--- config.mk ---
export PLATFORM = sky130hd
export DESIGN_NAME = rle_expander
export DESIGN_NICKNAME = d
export VERILOG_FILES = /design/src/rtl/rle_expander_pkg.sv /design/src/rtl/codeword_fifo.sv /design/src/rtl/rle_expander.sv
export SDC_FILE = /design/constraint.sdc
export NUM_CORES = 1
export LEC_CHECK = 0
export BUFFER_PORTS_ARGS = -buffer_cell sky130_fd_sc_hd__buf_2
export CAP_MARGIN = 20
export CORE_AREA = 4 4 102 104
export CTS_CLUSTER_DIAMETER = 200
export DETAILED_ROUTE_END_ITERATION = 16
export DIE_AREA = 0 0 106 108
export PLACE_DENSITY_LB_ADDON = 0.15
export SLEW_MARGIN = 10
export SYNTH_ARGS = -nofsm -noshare
export SYNTH_HDL_FRONTEND = slang
export SYNTH_SLANG_ARGS = --single-unit
--- constraint.sdc ---
create_clock -name tclk -period 4.08 [get_ports tclk]
set_input_delay 0.816 -clock tclk [delete_from_list [all_inputs] [get_ports tclk]]
set_output_delay 0.816 -clock tclk [all_outputs]
set_load 0.01 [all_outputs]
--- src/rtl/rle_expander_pkg.sv ---
// rle_expander_pkg: shared codeword width and decode FSM state encoding.
package rle_expander_pkg;
    localparam int CW_W = 8;
    typedef enum logic [1:0] {S_CNT = 2'b00, S_SYM = 2'b01, S_EMIT = 2'b10} state_t;
endpackage

--- src/rtl/codeword_fifo.sv ---
// codeword_fifo: codeword buffer with occupancy count; head readable combinationally.
module codeword_fifo
    import rle_expander_pkg::*;
#(
    parameter int DEPTH = 8,
    parameter int AW = 3
) (
    input  logic            tclk,
    input  logic            rst,
    input  logic            clr,
    input  logic            push,
    input  logic [CW_W-1:0] din,
    input  logic            pop,
    output logic [CW_W-1:0] dout,
    output logic            empty,
    output logic            full,
    output logic [AW:0]     level
);
    logic [CW_W-1:0] mem [DEPTH];
    logic [AW-1:0] wp, rp;
    logic wr, rd;
    assign empty = level == '0;
    assign full = level == (AW+1)'(DEPTH);
    assign wr = push & ~full;
    assign rd = pop & ~empty;
    assign dout = mem[rp];
    // Full/empty derive from level, so pointers can simply wrap.
    always_ff @(posedge tclk or posedge rst) begin
        if (rst) begin
            wp <= '0;
            rp <= '0;
            level <= '0;
        end else if (clr) begin
            wp <= '0;
            rp <= '0;
            level <= '0;
        end else begin
            wp <= wp + AW'(wr);
            rp <= rp + AW'(rd);
            level <= level + (AW+1)'(wr) - (AW+1)'(rd);
        end
    end
    always_ff @(posedge tclk) begin
        if (wr && !clr) mem[wp] <= din;
    end
endmodule

--- src/rtl/rle_expander.sv ---
// rle_expander: buffers {count, symbol} codewords from the framer and
// replays each symbol count times on a valid/ready byte port.
module rle_expander
    import rle_expander_pkg::*;
#(
    parameter int DEPTH = 8,
    parameter int AW = 3
) (
    input  logic            tclk,
    input  logic            rst,
    input  logic            frameClr,
    input  logic [CW_W-1:0] codeWord,
    input  logic            valid,
    output logic            stackFull,
    output logic [CW_W-1:0] dataOut,
    output logic            outValid,
    input  logic            outReady,
    output logic            busy,
    output logic            overflow
);
    logic valid_d, push, wr, pop, empty, full;
    logic [CW_W-1:0] head, cnt, cnt_nx, sym, sym_nx;
    logic [AW:0] level, level_nx;
    state_t state, state_nx;
    // A stalled framer holds valid high; only its rising edge is a new word.
    assign push = valid & ~valid_d & ~frameClr;
    assign wr = push & ~full;
    assign level_nx = frameClr ? '0 : level + (AW+1)'(wr) - (AW+1)'(pop);
    assign outValid = state == S_EMIT;
    assign dataOut = sym;
    assign busy = ~empty | (state != S_CNT);
    codeword_fifo #(.DEPTH(DEPTH), .AW(AW)) u_fifo (
        .tclk(tclk),
        .rst(rst),
        .clr(frameClr),
        .push(push),
        .din(codeWord),
        .pop(pop),
        .dout(head),
        .empty(empty),
        .full(full),
        .level(level)
    );
    always_ff @(posedge tclk or posedge rst) begin
        if (rst) begin
            valid_d <= 1'b0;
            stackFull <= 1'b0;
            overflow <= 1'b0;
            state <= S_CNT;
            cnt <= '0;
            sym <= '0;
        end else begin
            valid_d <= valid;
            stackFull <= level_nx >= (AW+1)'(DEPTH-2);
            overflow <= frameClr ? 1'b0 : overflow | (push & full);
            state <= state_nx;
            cnt <= cnt_nx;
            sym <= sym_nx;
        end
    end
    always_comb begin
        state_nx = state;
        cnt_nx = cnt;
        sym_nx = sym;
        pop = 1'b0;
        case (state)
            S_CNT: if (!empty) begin
                cnt_nx = head;
                pop = 1'b1;
                state_nx = S_SYM;
            end
            S_SYM: if (!empty) begin
                sym_nx = head;
                pop = 1'b1;
                state_nx = (cnt == '0) ? S_CNT : S_EMIT;
            end
            S_EMIT: if (outReady) begin
                cnt_nx = cnt - CW_W'(1);
                state_nx = (cnt == CW_W'(1)) ? S_CNT : S_EMIT;
            end
            default: state_nx = S_CNT;
        endcase
        if (frameClr) begin
            state_nx = S_CNT;
            cnt_nx = '0;
            sym_nx = '0;
            pop = 1'b0;
        end
    end
endmodule
==> After elaboration in Yosys (flattened, before gate mapping) <==
Memory sizes are Yosys's and may differ from the RTL's.
Index checks and enable logic that the tools add are counted.
{ "totals": {"output_inout_bits": 12, "mem_count": 1, "ramBits": 64, "inputBits": 13, "rom_bits": 0, "reg_bits": 31, "latchBits": 0} }
{ "mem_list": {"columns": ["name", "depth", "width", "rd", "rd_clocked_by_memory_dff", "write_ports", "line", "text"], "rows": [
  ["u_fifo.mem", 8, 8, 1, 0, 1, "codeword_fifo.sv:19", "logic [CW_W-1:0] mem [DEPTH];"]
]} }
{ "classes": {"addsub": 6, "n_eq_ne": 8, "bitwise": 11, "n_reduce_logical": 12, "n_mux": 23, "div": 0, "magnitude_cmp": 1, "multipliers": 0, "n_shift": 0} }
{ "ops": {"columns": ["cell", "count"], "rows": [
  ["8-bit 2-to-1 mux", 5],
  ["8-bit case mux with 2 select lines", 1],
  ["2-bit 2-to-1 mux", 6],
  ["8-bit by 1-bit equality test with 1-bit output (second input constant)", 1],
  ["8-bit logical NOT", 1],
  ["4-bit 2-to-1 mux", 2],
  ["4-bit by 1-bit subtractor with 4-bit output", 2],
  ["8-bit by 1-bit subtractor with 8-bit output (second input constant)", 1],
  ["3-bit by 1-bit adder with 3-bit output", 2],
  ["1-bit 2-to-1 mux", 6],
  ["3-bit 2-to-1 mux", 2],
  ["3-bit inequality test (second input constant)", 2],
  ["2-bit case mux with 3 select lines", 1],
  ["3-bit AND reduction", 2],
  ["1-bit AND", 5],
  ["4-bit by 1-bit adder with 4-bit output", 1],
  ["4-bit equality test (second input constant)", 1],
  ["4-bit by 3-bit >= comparator with 1-bit output (second input constant)", 1],
  ["4-bit logical NOT", 1],
  ["1-bit inverter", 4],
  ["2-bit nonzero test", 2],
  ["3-bit by 2-bit inequality test with 1-bit output (second input constant)", 1],
  ["3-bit nonzero test", 1],
  ["2-bit by 1-bit equality test with 1-bit output (second input constant)", 1],
  ["8 further kinds", 9]
]} }

==> Logic depth before layout (Yosys ltp) <==
Gate-level depths: netlist (run 1).
{ "depth": {"depth_word": 8, "depth_mapped": 9} }

==> By module <==
A second synthesis (run 1) with hierarchy kept.
{ "hier_totals": {"cells_unflattened": 307, "hier_area_um2": 4388.0} }
{ "by_module_without_submodules": {"columns": ["mod", "area_per_inst_um2", "cells_per_inst", "n_inst"], "rows": [
  ["codeword_fifo", 3103.0, 157, 1],
  ["rle_expander", 1285.0, 150, 1]
]} }

==> Worst setup path after synthesis (run 1) <==
Ideal clock, no wire load.
{ "synth_path": {"path_type": "input to register", "from": "in frameClr", "to": "reg stackFull", "arrival_time_ns": 2.717, "stages": 8, "t_required_ns": 3.956, "setup_slack_ns": 1.239, "cell_sequence": "clkbuf_1 > nor4b_1 > ha_1 > ha_1 > xor2_1 > nor2_1 > and3_1 > o31a_1"} }
{ "synth_between": {"elab_chain_len": 7, "elab_cells_between_ends": 8, "cone_classes": "2 x add/sub; 1 x order compare; 2 x mux; 3 x bitwise"} }
{ "synth_rtl": {"columns": ["item", "line", "text"], "rows": [
  ["from (decl)", "rle_expander.sv:11", "input logic frameClr,"],
  ["1-bit inverter", "rle_expander.sv:26", "assign push = valid & ~valid_d & ~frameClr;"],
  ["1-bit AND", "rle_expander.sv:26", null],
  ["1-bit AND", "rle_expander.sv:27", "assign wr = push & ~full;"],
  ["4-bit by 1-bit adder with 4-bit output", "rle_expander.sv:28", "assign level_nx = frameClr ? '0 : level + (AW+1)'(wr) - (AW+1)'(pop);"],
  ["4-bit by 1-bit subtractor with 4-bit output", "rle_expander.sv:28", null],
  ["4-bit 2-to-1 mux *", "rle_expander.sv:28", null],
  ["4-bit by 3-bit >= comparator with 1-bit output *", "rle_expander.sv:54", "stackFull <= level_nx >= (AW+1)'(DEPTH-2);"],
  ["to (signal assigned)", "rle_expander.sv:54", null],
  ["to (decl)", "rle_expander.sv:14", "output logic stackFull,"]
]} }
Every way passes the cells marked *; elsewhere a longest branch is shown, timed or not.
A chain may end at the register's enable or synchronous reset.

==> Worst setup path after layout (run 1) <==
{ "layout_path": {"from": "reg u_fifo.level[2]", "to": "out busy"} }
{ "layout_between": {"elab_chain_len": 3} }
{ "layout_rtl": {"columns": ["item", "line", "text"], "rows": [
  ["from (decl)", "codeword_fifo.sv:17", "output logic [AW:0] level"],
  ["from (signal assigned)", "codeword_fifo.sv:40", "level <= level + (AW+1)'(wr) - (AW+1)'(rd);"],
  ["4-bit logical NOT", "codeword_fifo.sv:22", "assign empty = level == '0;"],
  ["1-bit inverter", "rle_expander.sv:31", "assign busy = ~empty | (state != S_CNT);"],
  ["1-bit OR", "rle_expander.sv:31", null],
  ["to (decl)", "rle_expander.sv:18", "output logic busy,"]
]} }
No other way between the ends.

==> results.yml, run 1 <==
pwr:
  ir_drop_mv: 0.257
  power.density_nw_per_um2: 552
  cellLeakagePower_nw: 1.75
global_routing:
  grt_use_total: 0.151
  grt_pass1_vias: 2362
  antenna_found_initial: 0
  overflow: 0
  grt_pass1_wl_um: 12800
  grt_max_degree: 28
worst_setup_path:
  cp_max_fo: 5
  worstSetupPathType: "flop to output port"
  cp.required_ns: 3.26
  start_kind: "flop"
  startpoint: "u_fifo.level[2]$_DFF_PP0_"
  r2r-start: "u_fifo.level[3]$_DFF_PP0_"
  endpoint_kind: "output port"
  cp.arrival_ns: 1.86
clocking:
  cts_sinks: 95
  postCtsHoldBufs: 0
  h-tree-depth: 3
  cts_tree: "done"
  postCtsSetupBuffers: 0
  cts-root-buf: "clkbuf_8"
  post_cts_resized: 0
  clkTransAtPathRegs_ns: 0.08
  clk_latency_ns: 0.35
  cts_buffers: 9
  cts_buffer_depth: 2
layout:
  fillers: 855
  final_nets: 334
  num_antenna_cells: 0
  drive_gt1_frac: 0.252
  multi_input_area_um2: 1370
  area_delta_synth_final_pct: 12.0
  fin_area_um2: 4690
  seq_area_um2: 2700
floorplan:
  core.rowCount: 36
  core_area_um2: 9550
  io_pins: 25
  die_w_um: 106
  die_h_um: 108
  start_util: 0.438
  die_area_um2: 11400
sta:
  worst_pin_slew_ns: 0.849
  slew_violations: 0
  slew_headroom: 0.434
  clock_skew_ns: 0.0100
  finalSetupViolCount: 0
  rsz0062_at_grt: "false"
  fmax_mhz: 374
  setup_tns_ns: 0
  fin_hold_ws_ns: 0.515
  finalCritPeriodShare: 0.655
  min_period_ns: 2.67
  hold_viol: 0
synth:
  synth_xor_area_frac: 0.0167
  synth_seq_cells: 95
  synth_top_family_by_area: "multiplexers"
  synth_edf_count: 64
  seq_area_frac_synth: 0.645
  synth_cells: 276
  yosys.area_share.simple: 0.0894
  synthAdderAreaFrac: 0.0359
  synth_ff_type: "edfxtp_1"
  synth_top_area_frac: 0.459
  synth_area_leaders: "edfxtp_1 (46%), dfrtp_1 (19%), mux4_2 (8.6%), ha_1 (3.6%), nor2_1 (2.7%)"
  synth_area_per_cell_um2: 15.2
  muxShareOfSynthArea: 0.113
  yosysWarnings: 0
  synth.distinct_cells: 43
  synth_compound_area_frac: 0.0712
  synth.cell_area_um2: 4190
  yosys.area.top_type: "edfxtp_1"
  synth-async-reset-ratio: 0.326
  synth_nets: 301
min_path:
  hold_class: "flop to flop"
  min-delay-start: "overflow$_DFF_PP0_"
run_status:
  outcome: "finished clean"
placed_design:
  dp_hpwl_um: 5330
  gp_congestion: 0.813
  postPlaceCellArea_um2: 4500
  port_buffers: 24
routing:
  routed_wirelength_um: 7890
  drt_pass1_iterations: 4
  routed-via-count: 2324
  wire_per_inst_um: 17.7
  first_iter_violations: 138
  vias_per_cell: 5.20
  drc: 0
  ant_nets: 0
job:
  max-cap-violations: 0
[metal layers]
metal	vias to the layer above	routed length (µm)	global-route usage
li1	1118	-	-
met1	1170	3670	0.204
met2	27	3910	0.244
met3	9	192	0.0263
met4	0	116	0.0620
met5	-	0	0
[state kept, by name, summed over array words and instances (netlist names)]
signal	count
dataOut	8
overflow	1
u_fifo.wp	3
cnt	8
stackFull	1
u_fifo.level	4
u_fifo.mem	64
valid_d	1
u_fifo.rp	3
state	2
[stage by stage]
step	cells	utilization	total power [W]	setup WS [ns]
finish	447	0.491	0.00259	1.41
global route	447	0.491	0.00277	1.32
CTS	447	0.491	0.00262	1.39
detailed placement	431	0.471	0.00202	1.11
global placement	430	0.468	0.00201	1.16
floorplan	276	-	0.00184	1.24
[where the power goes]
part	switching [W]	leakage [nW]	internal (W)	total [W]
Sequential	0.000125	0.996	0.00112	0.00125
Combinational	0.000394	0.659	0.000352	0.000746
Clock	0.000312	0.0976	0.000282	0.000594
Total	0.000831	1.75	0.00176	0.00259
[cells in the mapped netlist (2+ instances only)]
library cell,number
a211oi_1,2
a211oi_2,5
a21oi_1,8
a32o_1,2
and3_1,4
buf_6,4
clkbuf_1,9
dfrtp_1,31
edfxtp_1,64
ha_1,12
inv_1,10
mux2_2,3
mux2i_1,8
mux4_2,16
nand2_1,7
nand2b_1,4
nand3_1,4
nor2_1,30
nor2b_1,5
nor3_1,8
nor4_2,2
nor4b_1,2
o211ai_1,6
o21ai_0,3
o32a_1,2
or3_1,2
xnor2_1,5
xor2_1,3
[worst paths after layout]
path                                       endpoint  slack (ns)  depth (start not counted)
max in group asynchronous        cnt[3]$_DFFE_PP0P_        2.92                          4
worst max-delay path                           busy        1.41                          3
worst max register to register  stackFull$_DFF_PP0_        1.49                          8
min in group asynchronous        cnt[6]$_DFFE_PP0P_        0.54                          2
worst min register to register   overflow$_DFF_PP0_        0.52                          2
worst min-delay path             overflow$_DFF_PP0_        0.52                          2
[cell usage in the layout, fill, tap and decap left out, drive strengths merged, types with 4 or more instances in the layout]
cell type  netlist  layout
xnor2            5       5
dfrtp           31      31
nand2b           4       4
mux2i            8       8
nand2            7       7
nand3            4       4
nor3             8       8
clkinv           0       5
mux4            16      16
inv             10      10
clkbuf           9      10
o21ai            4       4
nor2            30      30
ha              12      12
o211ai           6       6
nor2b            5       5
a211oi           7       7
buf              5      36
edfxtp          64      64
and3             4       4
a21oi            8       8
[cell families (layout without fill, tap and decap cells)]
kind of cell / count (synthesis) / after routing
compound gates: 37 / 37
flops: 95 / 95
mux: 27 / 27
fa+ha+maj: 12 / 12
simple gates: 73 / 73
buf+inv: 24 / 62
xor+xnor: 8 / 8
[critical path: stages (launching register included)]
cell and delay, ns:
dfrtp_1 0.45, or4_4 0.60, or3_1 0.31, buf_2 0.14
[final cells by class]
class	count	share of cell area
inverter	10	0.00801
clock inverter	6	0.0131
tap	133	0.0355
sequential	95	0.576
timing repair buffer	36	0.0491
multi-input combinational	157	0.292
clock buffer	10	0.0272
(Power assumes the default switching activity.)
==> run 2, diff against run 1 <==
clock period = 2.7 ns   (was 4.08 ns; I/O delays follow)
==> run 2 against run 1 <==
Against the previous run:
- sequential power is 47% higher
- final area increased by 0.29%
- combinational power is 62% higher
- clock-buffer cell count unchanged
- critical path depth increased by 6
- sequential share of layout area fell by 0.17 points
- highest routed layer unchanged
- register-to-register slack worse by 1.2 ns
- non-clock buffer count increased by 4
- worst hold slack worse by 0.27 ns
- cell count rose by 0.89%
- critical path type is now flop to flop
- die area stayed put
==> results.yml, run 2 (synthesis results as in run 1) <==
routing:
  routed-via-count: 2388
  ant_nets: 0
  drc: 0
  routed.top_layer: "met4"
  wl_met1_um: 3750
  wire_per_inst_um: 17.8
  drt_pass1_iterations: 4
  met3_length_um: 184
  wl_met2_um: 4040
  first_iter_violations: 137
  vias_per_cell: 5.29
  routed_wirelength_um: 8050
floorplan:
  core_area_um2: 9550
  die_h_um: 108
  io_pins: 25
  core.rowCount: 36
  die_area_um2: 11400
  die_w_um: 106
  start_util: 0.438
layout:
  largest_reg_flops: 64
  layout_common_cells: "edfxtp_1 (64), dfrtp_1 (31), nor2_1 (30)"
  mostFrequentLayoutCell: "edfxtp_1"
  top_register: "u_fifo.mem"
  area_delta_synth_final_pct: 12.3
  drive_gt1_frac: 0.264
  final_nets: 338
  num_antenna_cells: 0
clocking:
  clkTransAtPathRegs_ns: 0.10
  postCtsSetupBuffers: 0
  clk_latency_ns: 0.36
  cts_tree: "done"
  cts-root-buf: "clkbuf_8"
  cts_sinks: 95
  post_cts_resized: 0
  cts_buffer_depth: 2
  postCtsHoldBufs: 0
  cts_buffers: 9
  h-tree-depth: 3
sta:
  rsz0062_at_grt: "false"
  finalSetupViolCount: 0
  fmax_mhz: 412
  slew_headroom: 0.522
  min_period_ns: 2.43
  finalCritPeriodShare: 0.898
  setup_tns_ns: 0
  slew_violations: 0
  fin_hold_ws_ns: 0.245
  hold_viol: 0
  clock_skew_ns: 0.0187
  worst_pin_slew_ns: 0.717
pwr:
  p_switching_w: 0.00131
  p_int_w: 0.00261
  p_comb_frac: 0.308
  ir_drop_mv: 0.324
  seqPwrFrac: 0.469
  power.density_nw_per_um2: 834
  cellLeakagePower_nw: 1.76
  switching_share: 0.335
  p_clk_frac: 0.223
run_status:
  outcome: "finished clean"
worst_setup_path:
  endpoint_kind: "flop"
  worstSetupPathType: "flop to flop"
  cp.arrival_ns: 2.67
  cp.required_ns: 2.95
  cp_max_fo: 5
  start_kind: "flop"
global_routing:
  overflow: 0
  antenna_found_initial: 0
  grt_max_degree: 32
  grt_pass1_vias: 2446
  grt_use_total: 0.150
  grt_pass1_wl_um: 12900
min_path:
  hold_class: "primary input to asynchronous set/reset pin"
placed_design:
  dp_hpwl_um: 5380
  port_buffers: 24
  gp_congestion: 0.814
job:
  max-cap-violations: 0
## run 2: final timing paths
path | start | endpoint | slack [ns] | depth (start not counted)
max in group asynchronous | rst | dataOut[7]$_DFFE_PP0P_ | 2.14 | 3
hold / removal | rst | valid_d$_DFF_PP0_ | 0.24 | 3
setup / recovery | u_fifo.level[2]$_DFF_PP0_ | stackFull$_DFF_PP0_ | 0.27 | 9
hold reg to reg | overflow$_DFF_PP0_ | overflow$_DFF_PP0_ | 0.51 | 2
setup reg to reg | u_fifo.level[2]$_DFF_PP0_ | stackFull$_DFF_PP0_ | 0.27 | 9
min in group tclk | valid | valid_d$_DFF_PP0_ | 0.31 | 1
## run 2: stage by stage
stage               utilization  area, µm²  instances  power, W  setup WS, ns
finish                    0.492       4700        451   0.00392         0.274
global placement          0.473       4520        435   0.00308         0.292
CTS                       0.492       4700        451   0.00396         0.265
global route              0.492       4700        451   0.00417        0.0925
detailed placement        0.473       4520        435   0.00308         0.215
floorplan                     -       4190        276   0.00278         0.135
## run 2: final cells by class
class / count / area [µm²]
multi-input combinational: 157 / 1370
tap: 133 / 166
fill: 863 / 4850
clock buffer: 10 / 128
clock inverter: 6 / 52.6
inverter: 10 / 37.5
sequential: 95 / 2700
timing repair buffer: 40 / 253
## run 2: layer usage
metal / global-route usage / vias up
met1: 0.194 / 1226
met5: 0 / -
met3: 0.0310 / 5
li1: - / 1125
met4: 0.0444 / 0
met2: 0.259 / 32
## run 2: worst max-delay path, stage by stage (launching register included)
cell	delay, ns
dfrtp_1	0.45
nor4b_1	0.43
nor4b_1	0.14
ha_1	0.22
ha_1	0.31
inv_1	0.06
ha_1	0.20
xnor2_1	0.16
nor2_1	0.06
o31a_1	0.29
## run 2: power by group through the flow
| stage | combinational [W] | sequential [W] | clock, W |
|---|---|---|---|
| finish | 0.00121 | 0.00184 | 0.000875 |
| global placement | 0.00121 | 0.00187 | 0 |
| CTS | 0.00122 | 0.00184 | 0.000899 |
| floorplan | 0.000930 | 0.00184 | 0 |
| detailed placement | 0.00121 | 0.00187 | 0 |
| global route | 0.00134 | 0.00186 | 0.000959 |
